### config.mk
export PLATFORM = sky130hd
export DESIGN_NAME = wshb_arbiter
export DESIGN_NICKNAME = d
export VERILOG_FILES = /design/src/rtl/wshb_arb_pkg.sv /design/src/rtl/wshb_arbiter.sv
export SDC_FILE = /design/constraint.sdc
export NUM_CORES = 1
export LEC_CHECK = 0
export ABC_AREA = 0
export CAP_MARGIN = 5
export CORE_AREA = 2 2 127 129
export DETAILED_ROUTE_END_ITERATION = 8
export DIE_AREA = 0 0 129 131
export PLACE_DENSITY = 0.58
export SLEW_MARGIN = 40
export SYNTH_ARGS = -nofsm -noshare
export SYNTH_HDL_FRONTEND = slang
export SYNTH_SLANG_ARGS = --single-unit
### constraint.sdc
create_clock -name clk -period 3 [get_ports clk]
set_clock_uncertainty 0.05 [all_clocks]
set_input_delay 0.45 -clock clk [delete_from_list [all_inputs] [get_ports clk]]
set_output_delay 0.45 -clock clk [all_outputs]
set_load 0.005 [all_outputs]
### src/rtl/wshb_arb_pkg.sv
// wshb_arb_pkg: shared types and constants for the two-master Wishbone arbiter.
package wshb_arb_pkg;

    typedef enum logic [1:0] {IDLE, GNT0, GNT1} arb_state_t;

    localparam logic [2:0] CTI_CLASSIC = 3'b000;
    localparam logic [1:0] BTE_LINEAR  = 2'b00;

endpackage

### src/rtl/wshb_arbiter.sv
// wshb_arbiter: grants one whole Wishbone cycle at a time to M0 (video reader) or M1
// (framebuffer writer) and routes the shared slave's ack/data back to the winner only.
module wshb_arbiter
    import wshb_arb_pkg::*;
#(
    parameter  int AW         = 32,
    parameter  int DW         = 32,
    parameter  int FIXED_PRIO = 0,
    localparam int SW         = DW / 8
) (
    input  logic          clk,
    input  logic          rst_n,
    input  logic          m0_cyc_i,
    input  logic          m0_stb_i,
    input  logic          m0_we_i,
    input  logic [AW-1:0] m0_adr_i,
    input  logic [DW-1:0] m0_dat_ms_i,
    input  logic [SW-1:0] m0_sel_i,
    input  logic [2:0]    m0_cti_i,
    input  logic [1:0]    m0_bte_i,
    output logic          m0_ack_o,
    output logic [DW-1:0] m0_dat_sm_o,
    input  logic          m1_cyc_i,
    input  logic          m1_stb_i,
    input  logic          m1_we_i,
    input  logic [AW-1:0] m1_adr_i,
    input  logic [DW-1:0] m1_dat_ms_i,
    input  logic [SW-1:0] m1_sel_i,
    input  logic [2:0]    m1_cti_i,
    input  logic [1:0]    m1_bte_i,
    output logic          m1_ack_o,
    output logic [DW-1:0] m1_dat_sm_o,
    output logic          s_cyc_o,
    output logic          s_stb_o,
    output logic          s_we_o,
    output logic [AW-1:0] s_adr_o,
    output logic [DW-1:0] s_dat_ms_o,
    output logic [SW-1:0] s_sel_o,
    output logic [2:0]    s_cti_o,
    output logic [1:0]    s_bte_o,
    input  logic          s_ack_i,
    input  logic [DW-1:0] s_dat_sm_i,
    output logic [1:0]    gnt_o
);

    arb_state_t state_q, state_d;
    logic       last_q, last_d;
    logic       g0, g1;

    always_ff @(posedge clk or negedge rst_n) begin
        if (!rst_n) begin
            state_q <= IDLE;
            last_q  <= 1'b1;
        end else begin
            state_q <= state_d;
            last_q  <= last_d;
        end
    end

    // last_q is the master granted most recently; the other one wins the next tie.
    always_comb begin
        state_d = state_q;
        last_d  = last_q;
        case (state_q)
            IDLE: state_d = (m0_cyc_i && (!m1_cyc_i || FIXED_PRIO != 0 || last_q)) ? GNT0 :
                            m1_cyc_i ? GNT1 : IDLE;
            GNT0: if (!m0_cyc_i) begin
                state_d = m1_cyc_i ? GNT1 : IDLE;
                last_d  = 1'b0;
            end
            GNT1: if (!m1_cyc_i) begin
                state_d = m0_cyc_i ? GNT0 : IDLE;
                last_d  = 1'b1;
            end
            default: state_d = IDLE;
        endcase
    end

    assign g0    = state_q == GNT0;
    assign g1    = state_q == GNT1;
    assign gnt_o = {g1, g0};

    // Gating with the granted master's cyc keeps a late slave ack from leaking past release.
    assign s_cyc_o    = (g0 & m0_cyc_i) | (g1 & m1_cyc_i);
    assign s_stb_o    = (g0 & m0_cyc_i & m0_stb_i) | (g1 & m1_cyc_i & m1_stb_i);
    assign s_we_o     = (g0 & m0_we_i) | (g1 & m1_we_i);
    assign s_adr_o    = g0 ? m0_adr_i : g1 ? m1_adr_i : '0;
    assign s_dat_ms_o = g0 ? m0_dat_ms_i : g1 ? m1_dat_ms_i : '0;
    assign s_sel_o    = g0 ? m0_sel_i : g1 ? m1_sel_i : '0;
    assign s_cti_o    = g0 ? m0_cti_i : g1 ? m1_cti_i : CTI_CLASSIC;
    assign s_bte_o    = g0 ? m0_bte_i : g1 ? m1_bte_i : BTE_LINEAR;

    assign m0_ack_o    = s_ack_i & g0 & m0_cyc_i;
    assign m1_ack_o    = s_ack_i & g1 & m1_cyc_i;
    assign m0_dat_sm_o = g0 ? s_dat_sm_i : '0;
    assign m1_dat_sm_o = g1 ? s_dat_sm_i : '0;

endmodule

# Yosys cells after proc, flatten, opt, wreduce, memory -nomap -nowiden
# Index checks and enable logic that the tools add are counted.
# Widths: inputs -> output; s select.
op_classes:
  eq_ne: 4
  n_mux: 21
  bitwise: 13
  reduce_logical: 7
op_table:
  columns: ["cell", "count"]
  rows:
  - ["$mux 32", 6]
  - ["$mux 2", 6]
  - ["$and 1x1->1", 10]
  - ["$mux 4", 2]
  - ["$mux 3", 2]
  - ["$pmux 2 s3", 1]
  - ["$ne 2x2->1 const B", 2]
  - ["$mux 1", 3]
  - ["$or 1x1->1", 3]
  - ["$reduce_and 3->1", 1]
  - ["$eq 2x1->1 const B", 1]
  - ["$eq 2x2->1 const B", 1]
  - ["$logic_not 2->1", 1]
  - ["$pmux 1 s2", 1]
  - ["$reduce_and 2->1", 1]
  - ["$reduce_bool 2->1", 1]
  - ["$logic_and 1x1->1", 1]
  - ["$logic_not 1->1", 1]
  - ["$logic_or 1x1->1", 1]
word_totals:
  register_bits: 3
  input_bits: 187
  out_inout_bits: 144
  wordCells: 47

# Logic depth before layout (Yosys ltp)
# Gate-level depths: netlist (run 1).
depth:
  ltp_word: 5
  ltp_mapped: 6
  mapped_depth_nobuf: 3

# Worst setup path before layout (run 1)
# OpenSTA, ideal clock, no wires.
synth_timing:
  path_type: "register to output"
  start: "register state_q[1]"
  end: "output m1_dat_sm_o[10]"
  t_arrival_ns: 1.127
  required_ns: 2.500
  slack_ns: 1.373
  path_stages_with_launch: 7
  n_path_buf: 4
  cell_sequence: "dfrtp_1 -> buf_4 -> nor2b_4 -> buf_6 -> buf_6 -> buf_6 -> and2_1"
synth_between:
  elab_chain_cells: 2
synth_rtl:
  columns: ["item", "line", "rtl"]
  rows:
  - ["from (decl)", "wshb_arbiter.sv:46", "arb_state_t state_q, state_d;"]
  - ["from (signal assigned)", "wshb_arbiter.sv:55", "state_q <= state_d;"]
  - ["$eq 2x2->1", "wshb_arbiter.sv:80", "assign g1 = state_q == GNT1;"]
  - ["$mux 32", "wshb_arbiter.sv:96", "assign m1_dat_sm_o = g1 ? s_dat_sm_i : '0;"]
  - ["to (decl)", "wshb_arbiter.sv:32", "output logic [DW-1:0] m1_dat_sm_o,"]
# No other way between the ends.

# Worst setup path in the final report (run 1)
layout_timing:
  start: "register state_q[0]"
  end: "output s_dat_ms_o[9]"
layout_between:
  elab_chain_cells: 3
  word_cells_on_any_way: 4
  classes_between: "eq/ne (2); mux (2)"
layout_rtl:
  columns: ["item", "line", "rtl"]
  rows:
  - ["$eq 2x2->1", "wshb_arbiter.sv:80", null]
  - ["$mux 32", "wshb_arbiter.sv:88", "assign s_dat_ms_o = g0 ? m0_dat_ms_i : g1 ? m1_dat_ms_i : '0;"]
  - ["$mux 32 (*)", "wshb_arbiter.sv:88", null]
  - ["to (decl)", "wshb_arbiter.sv:37", "output logic [DW-1:0] s_dat_ms_o,"]
# Every way passes the cells marked *; elsewhere a longest branch is shown, timed or not.

==> reports/qor.txt, run 1 <==
Outcome -> finished, final reports clean
Crit path largest cell delay -> 510 ps
Die Height -> 131 um
Global Route met2 Usage -> 18.4%
Area of the core -> 15,600 um2
Yosys reg bits -> 3
Setup Fix Bufs, Post-CTS -> 0
CP endpoint kind -> output pin
Via density -> 3.83
Total clock sinks -> 3
Vias -> 2,738
Fraction of layout cells with a size suffix above 1 -> 2.00%
Total global routing overflow -> 0
Worst vdd ir -> 0.000278 V
Crit-path slowest cell -> clkdlybuf4s50_1
Most utilized layer in the global route result -> met2
I/O Buffers -> 330
GRT Total Usage -> 10.3%
TritonCTS clock tree -> done
Period utilisation layout -> 87.1%
Post-Synthesis Cells -> 189
Vias in the first global route -> 2,577
Most frequent cells in the layout -> 330 x clkdlybuf4s50_1, 74 x a22o_1, 66 x and2_1, 4 x o21ai_0
CTS max path bufs -> 2
Fmax -> 0.383 GHz
Total of max-cap violations -> 0
Setup Viol. Count Final -> 0
WP data arrival -> 2110 ps
Final hold vios -> 0
R2r setup slk -> 1890 ps
Clk slew on worst S/H paths -> 30 ps
Post-layout util -> 31.8%
Slew headroom -> 70.4%
Crit-path cells -> inv_2 > nor2_4 > buf_12 > a22o_1 > clkdlybuf4s50_1
First-pass detailed-route iteration total -> 4
Final GP Congestion -> 0.800
DRC violations left -> 0
Antenna violations before repair -> 0
WL/cell -> 14.5 um
Post-synthesis cell area -> 1430 um2
H-Tree Level Count -> 1
Area Overhead vs Synth -> 248%
Initial Util -> 9.15%
Cts hold-fix bufs -> 0
Io pins -> 331
Nets@finish -> 687
Worst Path Max Fanout -> 108
Synth Net Count -> 376
Die Area -> 16,900 um2
Largest net degree at the start of global routing -> 109
Hold slack -> 365 ps
Worst Setup Start Kind -> register
First-pass GRT wire length -> 13.8 mm
Post-synthesis sequential area ratio -> 5.35%
Setup CP Type -> register to output pin
Antenna Cells -> 0
HP Class -> primary input to async pin
P_leak -> 0.00185 uW
Post-DP HPWL -> 8.74 mm
Worst flop-to-flop path startpoint -> last_q$_DFFE_PN1P_
Worst R2R Path Depth -> 3
Yosys warns -> 0
Met1 usage -> 12.0%
Most common cell after layout, fill and taps aside -> clkdlybuf4s50_1
CTS root buf -> clkbuf_16
Req. time, crit path -> 2500 ps
M3 GR Usage -> 3.46%
Total Wirelength -> 10.4 mm
Post-route ant nets -> 0
Fillers -> 1,611
Reg2reg end -> state_q[1]$_DFFE_PN0P_
Tightest Pin Transition -> 444 ps
Post_cts resized -> 0
Setup tns final -> 0 ps
Synth cell types -> 19
RSZ-0062 raised after global routing -> false
Final min period -> 2610 ps
DR iter-0 viols -> 53
Die span in x -> 129 um
Row count -> 46
CTS Buf Count -> 3
Syn avg cell area -> 7.55 um2
Max Slew Vio Count -> 0
Clock Latency Late Sink -> 220 ps
Power per Cell Area -> 369 nW/um2
critical path, delay by kind of cell, from the launching register on:
family          cells  cell delay (ps)
flops               1              500
compound gates      1              230
simple gates        1              110
buf+inv             3              980
kinds of logic (layout without fill, tap and decap cells):
logic type             after synthesis  after routing  share of synthesized area (%)
buffers and inverters               28            338                           12.8
flip-flops                           3              3                           5.35
AND/OR/NAND/NOR                     78             78                           34.2
AO/OA/AOI/OAI                       80             80                           47.7
stage by stage:
stage | cell area (um2) | worst slack [ps] | power (uW) | cells
CTS | 4960 | 352 | 1860 | 715
global route | 4960 | 278 | 1950 | 715
global placement | 4880 | 613 | 1630 | 711
detailed placement | 4880 | 586 | 1640 | 711
floorplan | 1430 | 1370 | 660 | 189
finish | 4960 | 387 | 1830 | 715
routing by layer:
| layer | vias up | share of wire (%) |
|---|---|---|
| met1 | 1223 | 38 |
| met4 | 0 | 1.1 |
| li1 | 1324 | - |
| met3 | 6 | 11 |
| met2 | 185 | 50 |
| met5 | - | 0 |
power breakdown:
part	internal [uW]	leakage (uW)	switching [uW]	total (uW)
clock network	175	0.0000382	34.5	210
registers	58.5	0.0000357	23.3	81.8
logic	1020	0.00178	524	1540
layout make-up:
cell class                      count  area, um2  area share [%]
Tap cell                          216        270            5.45
Timing Repair Buffer              333       3360            67.8
Clock buffer                        4       78.8            1.59
Inverter                            1       3.75          0.0757
Sequential cell                     3       76.3            1.54
Multi-Input combinational cell    158       1170            23.6
worst max path at each step:
stage / start / end
after floorplan: state_q[1]$_DFFE_PN0P_ / m1_dat_sm_o[10]
after detailed placement: state_q[0]$_DFFE_PN0P_ / s_dat_ms_o[17]
after CTS: state_q[0]$_DFFE_PN0P_ / s_dat_ms_o[17]
after global routing: state_q[0]$_DFFE_PN0P_ / s_dat_ms_o[18]
after global placement: state_q[0]$_DFFE_PN0P_ / s_dat_ms_o[17]
final: state_q[0]$_DFFE_PN0P_ / s_dat_ms_o[9]
cells in the mapped netlist:
library cell	instances	area, um2
a22o_1	74	648
and2_1	66	413
buf_2	14	70.1
buf_4	6	45.0
buf_6	5	56.3
o21ai_0	4	20.0
and3_1	2	12.5
clkbuf_1	2	7.51
dfrtp_1	2	50.1
nand2_1	2	7.51
nand3_1	2	10.0
nor2_1	2	7.51
o22ai_1	2	12.5
dfstp_2	1	26.3
inv_2	1	3.75
nand4_1	1	6.26
nor2_4	1	11.3
nor2b_1	1	6.26
nor2b_4	1	13.8
registers in the layout, indices dropped and copies added (netlist names):
signal and flops:
last_q 1, state_q 2
No activity file was read; power rests on OpenSTA's default activity.
==> run 2, diff against run 1 <==
--- a/config.mk
+++ b/config.mk
@@ -7,10 +7,11 @@
 export LEC_CHECK = 0
 export ABC_AREA = 0
 export CAP_MARGIN = 5
-export CORE_AREA = 2 2 127 129
+export CORE_AREA = 10 10 121 123
 export DETAILED_ROUTE_END_ITERATION = 8
-export DIE_AREA = 0 0 129 131
-export PLACE_DENSITY = 0.58
+export DIE_AREA = 0 0 131 133
+export PLACE_DENSITY = 0.68
+export RECOVER_POWER = 100
 export SLEW_MARGIN = 40
 export SYNTH_ARGS = -nofsm -noshare
 export SYNTH_HDL_FRONTEND = slang
==> reports/qor.txt, run 2 (synthesized netlist as in run 1, its figures left out) <==
Most common cell after layout, fill and taps aside -> clkdlybuf4s50_1
Setup Fix Bufs, Post-CTS -> 0 (unchanged)
Worst Setup Start Kind -> register
Largest reg by FF count -> state_q
GRT Total Usage -> 12.2% (+1.8 points)
Fmax -> 0.354 GHz (-7.6%)
CTS Buf Count -> 3 (unchanged)
Final GP Congestion -> 0.785 (-1.8%)
First-pass GRT wire length -> 17.0 mm (+23%)
RSZ-0062 raised after global routing -> false
Worst Path Max Fanout -> 48 (-56%)
Vias -> 2,716 (-0.80%)
WP data arrival -> 2330 ps (+220 ps)
Total global routing overflow -> 0 (unchanged)
Fraction of layout cells with a size suffix above 1 -> 1.80% (-0.20 points)
Setup tns final -> 0 ps (unchanged)
Post-DP HPWL -> 10.7 mm (+23%)
Area post-placement -> 4810 um2 (-1.5%)
TritonCTS clock tree -> done
Total of max-cap violations -> 0 (unchanged)
Power per Cell Area -> 350 nW/um2 (-5.2%)
Area Overhead vs Synth -> 241%
Max Slew Vio Count -> 0 (unchanged)
Worst vdd ir -> 0.000367 V (+32%)
Die Height -> 133 um (+1.5%)
DRC violations left -> 0 (unchanged)
Post_cts resized -> 0 (unchanged)
WL/cell -> 17.9 um (+23%)
Area of the core -> 12,400 um2 (-21%)
CP endpoint kind -> output pin
Antenna Cells -> 0 (unchanged)
Design area -> 4870 um2 (-1.9%)
Largest regs -> state_q (2), last_q (1)
Setup Viol. Count Final -> 0 (unchanged)
Most frequent cells in the layout -> 233 x clkdlybuf4s50_1, 97 x dlygate4sd3_1, 74 x a22o_1, 35 x and2_1, 31 x and2_0
Row count -> 41 (-11%)
Slew headroom -> 60.3% (-10 points)
Total clock sinks -> 3 (unchanged)
Final hold vios -> 0 (unchanged)
Vias in the first global route -> 2,937 (+14%)
CTS root buf -> clkbuf_16
CTS max path bufs -> 2 (unchanged)
Via density -> 4.04 (+5.5%)
P_leak -> 0.00204 uW (+10%)
Post-route ant nets -> 0 (unchanged)
First-pass detailed-route iteration total -> 4 (unchanged)
HP Class -> primary input to async pin
H-Tree Level Count -> 1 (unchanged)
Cts hold-fix bufs -> 0 (unchanged)
Die span in x -> 131 um (+1.6%)
Fillers -> 1,211 (-25%)
Outcome -> finished, final reports clean
Initial Util -> 11.5% (+2.4 points)
Overall power -> 1700 uW (-7.0%)
Tightest Pin Transition -> 595 ps (+151 ps)
Clock Latency Late Sink -> 220 ps (about the same)
Io pins -> 331 (unchanged)
Largest net degree at the start of global routing -> 61 (-44%)
Period utilisation layout -> 94.2% (+7.1 points)
Die Area -> 17,400 um2 (+3.1%)
Hold slack -> 434 ps (+68.7 ps)
Antenna violations before repair -> 0 (unchanged)
DR iter-0 viols -> 81 (+53%)
Number of flip-flops in the largest register -> 2 (unchanged)
Nets@finish -> 688 (+0.15%)
Req. time, crit path -> 2500 ps (about the same)
Setup CP Type -> register to output pin
Final min period -> 2830 ps (+214 ps)
Clk slew on worst S/H paths -> 30 ps (about the same)
I/O Buffers -> 330 (unchanged)
Total Wirelength -> 12.0 mm (+16%)
-- run 2: cell types whose count changed in the layout (fill, tap and decap cells not counted), sizes merged --
cell	before	now
buf	3	1
dlygate4sd3	0	97
clkbuf	4	7
clkdlybuf4s50	330	233
-- run 2: routing by layer --
layer	track usage [%]	vias up	wire [um]
met5	0	-	0
met4	1.17	0	87
li1	-	1329	-
met2	21.8	206	5810
met1	12.8	1172	4280
met3	6.07	9	1830
-- run 2: path summary, 6_finish.rpt --
check	startpoint	end	slack [ps]	depth (start not counted)
worst min-delay path	rst_n	state_q[0]$_DFFE_PN0P_	430	1
worst min register to register	last_q$_DFFE_PN1P_	last_q$_DFFE_PN1P_	450	2
worst max-delay path	state_q[1]$_DFFE_PN0P_	s_dat_ms_o[16]	170	4
max in group asynchronous	rst_n	last_q$_DFFE_PN1P_	2250	1
min in group clk	last_q$_DFFE_PN1P_	last_q$_DFFE_PN1P_	450	2
worst max register to register	last_q$_DFFE_PN1P_	state_q[1]$_DFFE_PN0P_	1890	3
-- run 2: final cells by class --
| cell class | instances | area, um2 | area share, % |
|---|---|---|---|
| inverter | 1 | 3.75 | 0.0771 |
| tap | 172 | 215 | 4.42 |
| clock buffer | 4 | 78.8 | 1.62 |
| multi-input combinational | 158 | 1160 | 23.8 |
| timing repair buffer | 334 | 3330 | 68.5 |
| sequential | 3 | 76.3 | 1.57 |
-- run 2: where the power goes --
group,internal [uW],switching (uW)
clock network,175,35.3
logic,897,517
registers,58.7,21.3
total,1130,573
-- run 2: worst max-delay path: stages (launching register included) --
cell and delay (ps):
dfrtp_1 520, nor2b_1 220, clkbuf_4 460, a22o_1 280, dlygate4sd3_1 590
-- run 2: per-stage QoR --
stage	util (%)	cells	setup WS (ps)
final	39.4	672	173
after global routing	39.4	672	73.1
after CTS	39.5	672	232
after detailed placement	38.9	668	472
after global placement	38.9	668	523
after floorplan	-	189	1370
